**config.mk**
```make
export PLATFORM = sky130hd
export DESIGN_NAME = elem_alu_pipe_flat
export DESIGN_NICKNAME = d
export VERILOG_FILES = /design/src/rtl/elem_alu_if.sv /design/src/rtl/elem_alu_pipe.sv /design/src/flat_wrapper.sv
export SDC_FILE = /design/constraint.sdc
export NUM_CORES = 1
export LEC_CHECK = 0
export CORE_UTILIZATION = 45
export DETAILED_ROUTE_END_ITERATION = 6
export GPL_TIMING_DRIVEN = 0
export PLACE_DENSITY = 0.76
export SYNTH_ARGS = -nofsm -noshare
export SYNTH_HDL_FRONTEND = slang
export SYNTH_SLANG_ARGS = --single-unit
```
**constraint.sdc**
```tcl
create_clock -name clk -period 1.25 [get_ports clk]
set_input_delay 0.25 -clock clk [delete_from_list [all_inputs] [get_ports clk]]
set_output_delay 0.25 -clock clk [all_outputs]
set_load 0.01 [all_outputs]
```
**src/rtl/elem_alu_if.sv**
```systemverilog
// Operand/result handshake bundle for elem_alu_pipe.
// The flags signal exists only when ELEM_ALU_FLAGS_EN is defined.
interface elem_alu_if #(
  parameter int unsigned WIDTH = 4
);
  logic [WIDTH-1:0] a;
  logic [WIDTH-1:0] b;
  logic [2:0]       op;
  logic             in_valid;
  logic             in_ready;
  logic [WIDTH-1:0] c;
  logic             out_valid;
  logic             out_ready;
`ifdef ELEM_ALU_FLAGS_EN
  logic [1:0]       flags;

  modport master (
    output a, b, op, in_valid, out_ready,
    input  in_ready, c, out_valid, flags
  );

  modport slave (
    input  a, b, op, in_valid, out_ready,
    output in_ready, c, out_valid, flags
  );
`else
  modport master (
    output a, b, op, in_valid, out_ready,
    input  in_ready, c, out_valid
  );

  modport slave (
    input  a, b, op, in_valid, out_ready,
    output in_ready, c, out_valid
  );
`endif
endinterface

```
**src/rtl/elem_alu_pipe.sv**
```systemverilog
// Opcode-selected ALU feeding a STAGES-deep valid/ready register pipeline.
// Define ELEM_ALU_FLAGS_EN to carry {carry, zero} alongside each result.
module elem_alu_pipe #(
  parameter int unsigned WIDTH  = 4,
  parameter int unsigned STAGES = 2
) (
  input logic       clk,
  input logic       rst_n,
  elem_alu_if.slave bus
);

  localparam int unsigned Last = STAGES - 1;

  typedef enum logic [2:0] {
    OpAnd  = 3'b000,
    OpOr   = 3'b001,
    OpXor  = 3'b010,
    OpAdd  = 3'b011,
    OpSub  = 3'b100,
    OpNot  = 3'b101,
    OpPass = 3'b110,
    OpLt   = 3'b111
  } op_e;

  logic [WIDTH-1:0] res;
  logic             res_carry;
  logic [WIDTH:0]   sum_ext;
  logic [WIDTH:0]   diff_ext;

  always_comb begin
    sum_ext   = {1'b0, bus.a} + {1'b0, bus.b};
    diff_ext  = {1'b0, bus.a} - {1'b0, bus.b};
    res       = '0;
    res_carry = 1'b0;
    unique case (op_e'(bus.op))
      OpAnd:  res = bus.a & bus.b;
      OpOr:   res = bus.a | bus.b;
      OpXor:  res = bus.a ^ bus.b;
      OpAdd: begin
        res       = sum_ext[WIDTH-1:0];
        res_carry = sum_ext[WIDTH];
      end
      OpSub: begin
        res       = diff_ext[WIDTH-1:0];
        res_carry = diff_ext[WIDTH];  // borrow, i.e. a < b
      end
      OpNot:  res = ~bus.a;
      OpPass: res = bus.b;
      OpLt:   res = {{(WIDTH-1){1'b0}}, (bus.a < bus.b)};
    endcase
  end

  logic [STAGES-1:0] valid_q;
  logic [STAGES-1:0] load;
  logic [STAGES-1:0] up_valid;
  logic [WIDTH-1:0]  data_q  [STAGES];
  logic [WIDTH-1:0]  up_data [STAGES];
`ifdef ELEM_ALU_FLAGS_EN
  logic [1:0]        flags_q  [STAGES];
  logic [1:0]        up_flags [STAGES];
`endif

  // A stage may load when it, or any stage downstream of it, is empty or the
  // consumer is taking the last stage; this is the out_ready -> in_ready chain.
  always_comb begin
    logic room;
    room = bus.out_ready;
    load = '0;
    for (int s = int'(Last); s >= 0; s--) begin
      room    = room | ~valid_q[s];
      load[s] = room;
    end
  end

  always_comb begin
    up_valid    = '0;
    up_data     = '{default: '0};
    up_valid[0] = bus.in_valid;
    up_data[0]  = res;
`ifdef ELEM_ALU_FLAGS_EN
    up_flags    = '{default: '0};
    up_flags[0] = {res_carry, (res == '0)};
`endif
    for (int s = 1; s < int'(STAGES); s++) begin
      up_valid[s] = valid_q[s-1];
      up_data[s]  = data_q[s-1];
`ifdef ELEM_ALU_FLAGS_EN
      up_flags[s] = flags_q[s-1];
`endif
    end
  end

  // Data moves only with a valid token so empty stages keep stale contents.
  always_ff @(posedge clk or negedge rst_n) begin
    if (!rst_n) begin
      valid_q <= '0;
      for (int s = 0; s < int'(STAGES); s++) begin
        data_q[s] <= '0;
`ifdef ELEM_ALU_FLAGS_EN
        flags_q[s] <= '0;
`endif
      end
    end else begin
      for (int s = 0; s < int'(STAGES); s++) begin
        if (load[s]) begin
          valid_q[s] <= up_valid[s];
        end
        if (load[s] && up_valid[s]) begin
          data_q[s] <= up_data[s];
`ifdef ELEM_ALU_FLAGS_EN
          flags_q[s] <= up_flags[s];
`endif
        end
      end
    end
  end

  assign bus.in_ready  = load[0];
  assign bus.out_valid = valid_q[Last];
  assign bus.c         = data_q[Last];
`ifdef ELEM_ALU_FLAGS_EN
  assign bus.flags     = flags_q[Last];
`else
  // Carry only matters when flags are carried through the pipeline.
  logic unused_carry;
  assign unused_carry = res_carry;
`endif

endmodule

```
**src/flat_wrapper.sv**
```systemverilog
// flat-port wrapper written by rule: the top's interface ports become plain ports
module elem_alu_pipe_flat 
#(
  parameter int unsigned WIDTH  = 4,
  parameter int unsigned STAGES = 2
)
  (clk, rst_n, bus_a, bus_b, bus_op, bus_in_valid, bus_out_ready, bus_in_ready, bus_c, bus_out_valid);
  elem_alu_if #(.WIDTH(WIDTH)) bus_i ();
  input logic clk;
  input logic rst_n;
  input wire logic [$bits(bus_i.a)-1:0] bus_a;
  input wire logic [$bits(bus_i.b)-1:0] bus_b;
  input wire logic [$bits(bus_i.op)-1:0] bus_op;
  input wire logic [$bits(bus_i.in_valid)-1:0] bus_in_valid;
  input wire logic [$bits(bus_i.out_ready)-1:0] bus_out_ready;
  output wire logic [$bits(bus_i.in_ready)-1:0] bus_in_ready;
  output wire logic [$bits(bus_i.c)-1:0] bus_c;
  output wire logic [$bits(bus_i.out_valid)-1:0] bus_out_valid;
  assign bus_i.a = bus_a;
  assign bus_i.b = bus_b;
  assign bus_i.op = bus_op;
  assign bus_i.in_valid = bus_in_valid;
  assign bus_i.out_ready = bus_out_ready;
  assign bus_in_ready = bus_i.in_ready;
  assign bus_c = bus_i.c;
  assign bus_out_valid = bus_i.out_valid;
  elem_alu_pipe #(.WIDTH(WIDTH), .STAGES(STAGES)) u_core (.clk(clk), .rst_n(rst_n), .bus(bus_i));
endmodule
```
==> impl_metrics.env, run 1 <==
export IMPL_ys_warn_count=0
export IMPL_critical_path_max_fanout=3
export IMPL_num_antenna_cells=0
export IMPL_design_power_total_mw=1.26
export IMPL_syn_inst=110
export IMPL_path_cells="buf_12, inv_12, ha_4, fa_2, xnor2_2, a2bb2oi_2, o221ai_1, o21ai_1, o21ai_1"
export IMPL_yosysSeqAreaShare=0.258
export IMPL_syn_cell_area_um2=971
export IMPL_worstSetupPathType="primary input to flip-flop"
export IMPL_clkLatencyLatePin_ns=0.26
export IMPL_fin_cells=172
export IMPL_slowest_delay_ns=0.37
export IMPL_violations="setup timing"
export IMPL_cpMostUsedCell="o21ai_1"
export IMPL_ys_ff_latch=10
export IMPL_syn_mean_instance_area_um2=8.83
export IMPL_cpMaxStageDelayCell="fa_2"
export IMPL_routabilityCongestion=0.904
export IMPL_worst_ep_required_time_ns=1.44
export IMPL_pin_count=21
export IMPL_synth_fp_nets=139
export IMPL_drcViolationCount=0
export IMPL_period_share=1.12
export IMPL_cts_max_path_buffers=2
export IMPL_cap_violations=0
export IMPL_synth_compound_area_frac=0.205
export IMPL_grt_busiest_layer="met2"
export IMPL_drt_pass1_iterations=4
export IMPL_via_per_inst=5.40
export IMPL_finalHoldViolations=0
export IMPL_crit_arrival_ns=1.58
export IMPL_syn2layout_area_growth_pct=46.3
export IMPL_gr_usage_all_layers=0.201
export IMPL_vias=928
export IMPL_drt_iter0_drc=27
export IMPL_cts_max_level=1
export IMPL_synth_distinct_cells=33
export IMPL_grt_max_degree=11
export IMPL_die_width_um=48.5
export IMPL_ir_worst_vdd_v=0.00108
export IMPL_cts_root_buf="clkbuf_4"
export IMPL_core_um2=2000
export IMPL_fin_ws_ns=-0.146
export IMPL_rsz0062_at_grt="true"
export IMPL_mostFrequentLayoutCells="buf_4, dfrtp_1, nand2_1, nor2_1, ha_1"
export IMPL_die_y_um=48.5
export IMPL_dpl_instance_area_um2=1240
export IMPL_postRouteAntennaNets=0
export IMPL_met2_usage=0.329
export IMPL_finClkSkew_ns=0.00282
export IMPL_tightest_slew_ns=0.434
export IMPL_p_leak_nw=0.638
export IMPL_routed_wl_um=2200
export IMPL_grt_use_met1=0.259
export IMPL_synthMuxAreaShare=0.0567
export IMPL_maxSlewHeadroom=0.710
export IMPL_synth_adder_area_share=0.196
export IMPL_start_kind="primary input"
export IMPL_rows=16
export IMPL_cts_buffers=3
export IMPL_status="finished with violations"
export IMPL_portBuffers=18
export IMPL_grtUsageMet3=0.0629
export IMPL_slew_viol_final=0
export IMPL_overflow=0
export IMPL_drive_gt1_frac=0.428
export IMPL_fin_area_um2=1420
export IMPL_final_nets=175
export IMPL_ys_flop_type="dfrtp_1"
export IMPL_cp_end_kind="flip-flop"
export IMPL_synthXorXnorAreaFrac=0.0361
export IMPL_holdCritPathClass="primary input to asynchronous set/reset pin"
export IMPL_finalSetupViolCount=4
export IMPL_antenna_found_initial=0
export IMPL_fmax_mhz=716
export IMPL_cts_reportedPaths_clkPinSlew_ns=0.06
export IMPL_detail_route_wl_per_cell_um=12.8
export IMPL_async_reset_ff_frac=1.00
export IMPL_synth_simple_area_share=0.144
export IMPL_grt_pass1_wl_um=3700
export IMPL_dieArea_um2=2350
export IMPL_first_global_vias=860
export IMPL_whs_ns=0.292
export IMPL_period_needed_ns=1.40
export IMPL_p_per_area_nw_per_um2=889
export IMPL_start_util=0.485
export IMPL_synth_top_family_by_area="compound AO/OA/AOI/OAI gates"
export IMPL_layout_commonest_cell="buf_4"
export IMPL_cts_tree="done"
export IMPL_dpl_hpwl_um=1520
export IMPL_clock_sinks=10
export IMPL_cts_hold_buf=0
export IMPL_dpl_cell_count=155
export IMPL_synth_edf_count=0
cell type report:
cell class,instances,area [um^2]
Multi-Input combinational cell,80,714
Sequential cell,10,250
Inverter,12,65.1
Fill cell,158,582
Tap cell,27,33.8
Buffer,8,56.3
Clock buffer,4,36.3
Timing Repair Buffer,31,264
cells in the mapped netlist, types with 3 or more instances:
cell type,count,area [um^2]
dfrtp_1,10,250
nor2_1,7,26.3
ha_1,12,150
buf_4,4,30.0
a21oi_1,8,40.0
o22ai_1,3,18.8
o21ai_0,8,40.0
xnor2_1,4,35.0
buf_2,3,15.0
mux2_2,4,45.0
inv_1,12,45.0
nand2_1,7,26.3
nand2b_1,5,31.3
worst max-delay path, delay by kind of cell:
| kind | cells | cell delay, ns |
|---|---|---|
| buf+inv | 2 | 0.12 |
| compound gates | 4 | 0.53 |
| xor+xnor | 1 | 0.16 |
| fa+ha+maj | 2 | 0.52 |
worst paths after layout:
kind                                   startpoint                end  slack (ns)  cells past startpoint
worst max-delay path                     bus_a[0]   u_core.data_q[6]       -0.15                      9
max in group asynchronous                   rst_n    u_core.bus.c[2]        0.66                      1
worst min-delay path                        rst_n  u_core.valid_q[0]        0.29                      1
worst min register to register   u_core.data_q[6]   u_core.data_q[6]        0.49                      2
worst max register to register  u_core.valid_q[0]   u_core.data_q[7]       -0.02                      5
min in group clk                    bus_out_ready  u_core.valid_q[1]        0.42                      3
where the power goes:
part | switching, mW | leakage, nW | internal (mW)
Clock | 0.107 | 0.0210 | 0.177
Sequential | 0.0307 | 0.117 | 0.391
Combinational | 0.249 | 0.500 | 0.307
Total | 0.387 | 0.638 | 0.875
metal layers:
metal,wire [um],vias to the layer above
met3,136,4
li1,-,450
met1,981,439
met2,1050,35
met5,0,-
met4,27,0
kinds of logic (layout without fill, tap and decap cells):
| family | Yosys count | after routing |
|---|---|---|
| DFF | 10 | 10 |
| and+or+nand+nor | 26 | 26 |
| muxes | 5 | 5 |
| xor gates and xnor gates | 4 | 4 |
| adders and majority gates | 14 | 14 |
| buffers and inverters | 20 | 55 |
| AOI/OAI and AO/OA | 31 | 31 |
flip-flops by register name (all words and copies together), names as in the netlist:
register,count
u_core.bus.c,4
u_core.data_q,4
u_core.valid_q,2
per-stage QoR:
step,worst slack (ns),setup TNS (ns),util
6_report,-0.146,-0.450,0.709
3_3_place_gp,-1.13,-5.24,0.618
5_1_grt,-0.195,-0.640,0.709
3_5_place_dp,-1.13,-5.43,0.618
4_1_cts,-0.169,-0.573,0.698
2_1_floorplan,-0.249,-0.756,-
what timing repair did:
item	in CTS	in global routing
setup buffers	11	2
pin swaps	17	17
setup endpoints to repair	10	9
gates resized for setup	59	16
No activity file was read; power rests on OpenSTA's default activity.
==> inputs of run 2 (changes only) <==
SKIP_CTS_REPAIR_TIMING = 1   (was default)
==> run 2 against run 1 <==
Net effect:
- the run still ends with setup timing left
- sequential share of layout area grew 0.17 points
- routed wire length fell by 4.2%
- clock power about the same
- critical path depth stayed put
- highest routed layer unchanged
- core utilization decreased by 0.69 points
- critical endpoint is now u_core.data_q[7]
- largest power group unchanged
- worst hold slack improved by 0.0012 ns
- die area unchanged
- combinational power hardly changed
- global-route usage down 2.5 points
- clock skew up 0.00058 ns
- worst setup slack got worse by 0.048 ns
==> impl_metrics.env, run 2 (synthesized netlist as in run 1, its figures left out) <==
export IMPL_drt_iter0_drc=21
export IMPL_worst_ep_required_time_ns=1.39
export IMPL_clkLatencyLatePin_ns=0.26
export IMPL_num_antenna_cells=0
export IMPL_via_per_inst=5.39
export IMPL_routabilityCongestion=0.904
export IMPL_detail_route_wl_per_cell_um=12.8
export IMPL_grt_max_degree=11
export IMPL_dpl_hpwl_um=1520
export IMPL_core_um2=2000
export IMPL_finalSetupViolCount=4
export IMPL_die_y_um=48.5
export IMPL_maxSlewHeadroom=0.705
export IMPL_die_width_um=48.5
export IMPL_overflow=0
export IMPL_start_kind="primary input"
export IMPL_status="finished with violations"
export IMPL_vias=889
export IMPL_grt_pass1_wl_um=3280
export IMPL_tns_ns=-0.687
export IMPL_worstSetupPathType="primary input to flip-flop"
export IMPL_drcViolationCount=0
export IMPL_r2r_slack_ns=-0.06
export IMPL_gr_usage_all_layers=0.176
export IMPL_cts_buffers=3
export IMPL_cts_max_level=1
export IMPL_cts_root_buf="clkbuf_4"
export IMPL_p_per_area_nw_per_um2=897
export IMPL_portBuffers=18
export IMPL_p_switching_uw=377
export IMPL_syn2layout_area_growth_pct=44.8
export IMPL_fill_cells=160
export IMPL_cts_max_path_buffers=2
export IMPL_routed_wl_um=2100
export IMPL_ir_worst_vdd_v=0.00108
export IMPL_design_power_total_mw=1.26
export IMPL_rows=16
export IMPL_holdCritPathClass="primary input to asynchronous set/reset pin"
export IMPL_final_nets=168
export IMPL_crit_arrival_ns=1.59
export IMPL_finClkSkew_ns=0.00339
export IMPL_rsz0062_at_grt="true"
export IMPL_period_share=1.16
export IMPL_dieArea_um2=2350
export IMPL_tightest_slew_ns=0.441
export IMPL_start_util=0.485
export IMPL_critical_path_max_fanout=4
export IMPL_antenna_found_initial=0
export IMPL_finalHoldViolations=0
export IMPL_pin_count=21
export IMPL_violations="setup timing"
export IMPL_p_leak_nw=0.687
export IMPL_cap_violations=0
export IMPL_postRouteAntennaNets=0
export IMPL_layout_commonest_cell="dlymetal6s2s_1"
export IMPL_fmax_mhz=693
export IMPL_mostFrequentLayoutCells="dlymetal6s2s_1, dfrtp_1, buf_4"
export IMPL_cts_reportedPaths_clkPinSlew_ns=0.07
export IMPL_cts_tree="done"
export IMPL_fin_ws_ns=-0.194
export IMPL_first_global_vias=779
export IMPL_cp_end_kind="flip-flop"
export IMPL_internal_power_uw=885
export IMPL_power_share_combinational=0.439
export IMPL_clock_sinks=10
export IMPL_clkPwrFrac=0.226
export IMPL_period_needed_ns=1.44
export IMPL_drive_gt1_frac=0.326
export IMPL_drt_pass1_iterations=4
export IMPL_switching_share=0.299
export IMPL_pwr_share_seq=0.334
export IMPL_slew_viol_final=0
run 2: final cells by class:
cell class / instances / area [um^2] / share of cell area
Sequential cell: 10 / 250 / 0.178
Timing Repair Buffer: 24 / 258 / 0.183
Inverter: 12 / 65.1 / 0.0463
Clock buffer: 4 / 36.3 / 0.0258
Buffer: 8 / 56.3 / 0.0400
Multi-Input combinational cell: 80 / 707 / 0.503
Tap cell: 27 / 33.8 / 0.0240
run 2: metrics by stage:
stage          utilization  setup WS, ns  instances  hold slack [ns]  cell area (um^2)
2_1_floorplan            -        -0.249        110          -0.0456              1020
3_3_place_gp         0.618         -1.13        155            0.466              1240
3_5_place_dp         0.618         -1.13        155            0.477              1240
4_1_cts              0.636        -0.877        159            0.302              1270
5_1_grt              0.703        -0.261        165            0.325              1410
6_report             0.703        -0.194        165            0.293              1410
run 2: final timing paths:
path / from / endpoint / depth (start not counted)
max in group asynchronous: rst_n / u_core.bus.c[2] / 1
worst max-delay path: bus_b[1] / u_core.data_q[7] / 9
worst min-delay path: rst_n / u_core.valid_q[0] / 1
worst max register to register: u_core.valid_q[0] / u_core.data_q[7] / 5
worst min register to register: u_core.data_q[6] / u_core.data_q[6] / 2
min in group clk: bus_out_ready / u_core.valid_q[1] / 3
run 2: per-layer routing:
metal | global-route usage | vias up | share of wire
li1 | - | 433 | -
met1 | 0.235 | 412 | 0.44
met2 | 0.282 | 40 | 0.48
met3 | 0.0566 | 4 | 0.063
met4 | 0.0294 | 0 | 0.010
met5 | 0 | - | 0
run 2: critical path: stages:
cell and delay (ns):
buf_8 0.09, clkinvlp_4 0.10, buf_6 0.13, ha_4 0.24, a211oi_2 0.20, nor2_1 0.08, xnor2_1 0.13, a311oi_1 0.26
o2bb2ai_1 0.09
run 2: power by group through the flow:
stage                     Clock, mW  Sequential, mW  Combinational [mW]
final                         0.286           0.422               0.554
after CTS                     0.290           0.422               0.519
after detailed placement          0           0.428               0.517
after floorplan                   0           0.422               0.326
after global routing          0.317           0.431               0.597
after global placement            0           0.426               0.507
==> inputs of run 3 (changes only) <==
CORE_UTILIZATION = 54   (was 45)
DONT_BUFFER_PORTS = 1   (was default)
PLACE_DENSITY = 0.73   (was 0.76)
SLEW_MARGIN = 40   (was default)
==> run 3 against run 2 <==
Net effect:
- the run still ends with setup timing left
- combinational power is 27% lower
- largest cell class unchanged
- sequential share of layout area is 4.5 points higher
- global-route usage up 5.4 points
- clock skew increased by 0.00070 ns
- core utilization increased by 0.24 points
- clock power rose by 4%
- via count is 10% lower
==> impl_metrics.env, run 3 (synthesized netlist as in run 1, its figures left out) <==
export IMPL_fmax_mhz=702
export IMPL_cap_violations=0
export IMPL_period_needed_ns=1.42
export IMPL_finalSetupViolCount=4
export IMPL_syn2layout_area_growth_pct=15.7
export IMPL_num_antenna_cells=0
export IMPL_start_kind="flip-flop"
export IMPL_rows=14
export IMPL_fin_util=0.705
export IMPL_core_um2=1590
export IMPL_path_cells="nand3b_1, and2_4, mux2i_2, nor2_1, o2bb2ai_1"
export IMPL_final_nets=146
export IMPL_maxSlewHeadroom=0.689
export IMPL_layout_commonest_cell="dfrtp_1"
export IMPL_period_share=1.14
export IMPL_cts_max_path_buffers=2
export IMPL_clock_sinks=10
export IMPL_cpMaxStageDelayCell="dfrtp_1"
export IMPL_mostFrequentLayoutCells="dfrtp_1, inv_1, ha_1"
export IMPL_finalHoldViolations=0
export IMPL_violations="setup timing"
export IMPL_worst_ep_required_time_ns=1.40
export IMPL_finClkSkew_ns=0.00409
export IMPL_switching_share=0.312
export IMPL_fin_cells=140
export IMPL_die_width_um=44.4
export IMPL_p_per_area_nw_per_um2=1010
export IMPL_holdCritPathClass="primary input to flip-flop"
export IMPL_power_share_combinational=0.359
export IMPL_cts_max_level=1
export IMPL_portBuffers=0
export IMPL_cts_root_buf="clkbuf_4"
export IMPL_worstSetupPathType="flip-flop to flip-flop"
export IMPL_pin_count=21
export IMPL_crit_arrival_ns=1.58
export IMPL_routabilityCongestion=0.863
export IMPL_grt_max_degree=11
export IMPL_drcViolationCount=0
export IMPL_overflow=0
export IMPL_dpl_cell_count=134
export IMPL_fin_ws_ns=-0.175
export IMPL_die_y_um=44.4
export IMPL_clkPwrFrac=0.264
export IMPL_drt_iter0_drc=23
export IMPL_detail_route_wl_per_cell_um=14.5
export IMPL_tightest_slew_ns=0.464
export IMPL_cts_tree="done"
export IMPL_p_switching_uw=352
export IMPL_pre_cts_slack_ns=-0.356
export IMPL_status="finished with violations"
export IMPL_rsz0062_at_grt="true"
export IMPL_pwr_share_seq=0.378
export IMPL_gr_usage_all_layers=0.230
export IMPL_internal_power_uw=778
export IMPL_cts_reportedPaths_clkPinSlew_ns=0.07
export IMPL_routed_wl_um=2030
export IMPL_dieArea_um2=1970
export IMPL_start_util=0.609
export IMPL_first_global_vias=810
export IMPL_via_per_inst=5.69
export IMPL_vias=796
export IMPL_postRouteAntennaNets=0
export IMPL_drt_pass1_iterations=4
export IMPL_dpl_hpwl_um=1530
export IMPL_grt_pass1_wl_um=3280
export IMPL_critical_path_max_fanout=4
export IMPL_antenna_found_initial=0
export IMPL_p_leak_nw=0.485
export IMPL_drive_gt1_frac=0.259
export IMPL_slowest_delay_ns=0.42
export IMPL_ir_worst_vdd_v=0.00106
export IMPL_slew_viol_final=0
export IMPL_cts_buffers=3
export IMPL_cp_end_kind="flip-flop"
export IMPL_clkLatencyLatePin_ns=0.27
-- run 3: cell types whose count changed in the layout (fill, tap and decap cells not counted), moves of 2 or more --
| cell | before | now |
|---|---|---|
| buf_6 | 3 | 1 |
| inv_1 | 6 | 9 |
| dlymetal6s2s_1 | 11 | 0 |
| inv_2 | 3 | 0 |
| buf_8 | 2 | 0 |
| ha_1 | 7 | 9 |
| ha_4 | 5 | 2 |
| buf_2 | 5 | 3 |
| clkdlybuf4s50_1 | 2 | 0 |
| buf_4 | 9 | 5 |
-- run 3: worst paths after layout --
check | from | to | slack (ns) | cells past startpoint
worst max-delay path | u_core.valid_q[1] | u_core.data_q[7] | -0.17 | 5
worst min-delay path | bus_in_valid | u_core.valid_q[0] | 0.08 | 1
worst max register to register | u_core.valid_q[1] | u_core.data_q[7] | -0.17 | 5
worst min register to register | u_core.valid_q[0] | u_core.valid_q[1] | 0.49 | 1
max in group asynchronous | rst_n | u_core.bus.c[2] | 0.57 | 1
min in group asynchronous | rst_n | u_core.bus.c[0] | 0.36 | 1
-- run 3: critical path, delay by kind of cell (launching register included) --
family,cells,cell delay [ns]
AOI/OAI and AO/OA,1,0.12
DFF,1,0.42
muxes,1,0.23
and+or+nand+nor,3,0.52
-- run 3: metrics by stage --
step / hold slack (ns) / power [mW] / cell area, um^2 / setup TNS [ns]
floorplan: -0.0456 / 0.748 / 1020 / -0.756
global placement: -0.0454 / 0.795 / 1050 / -1.17
detailed placement: -0.0454 / 0.812 / 1050 / -1.22
CTS: -0.341 / 1.11 / 1090 / -0.394
global route: 0.0684 / 1.20 / 1120 / -0.616
finish: 0.0798 / 1.13 / 1120 / -0.350
-- run 3: routing by layer --
layer / up-vias / GRT usage / wire, um
li1: 394 / - / -
met2: 21 / 0.379 / 990
met5: - / 0 / 0
met3: 4 / 0.0816 / 119
met4: 0 / 0.0727 / 15
met1: 377 / 0.279 / 907
-- run 3: final cells by class --
class | count | area (um^2)
well taps | 24 | 30.0
clock buffers | 4 | 36.3
plain buffers | 8 | 56.3
flip-flops and latches | 10 | 250
fillers | 125 | 470
repair buffers | 2 | 17.5
multi-input cells | 80 | 668
inverters | 12 | 65.1
-- run 3: power by group through the flow --
stage / clock [mW] / sequential (mW) / combinational (mW)
3_5_place_dp: 0 / 0.433 / 0.380
2_1_floorplan: 0 / 0.422 / 0.326
4_1_cts: 0.301 / 0.426 / 0.382
3_3_place_gp: 0 / 0.428 / 0.367
6_report: 0.298 / 0.427 / 0.405
5_1_grt: 0.320 / 0.432 / 0.446
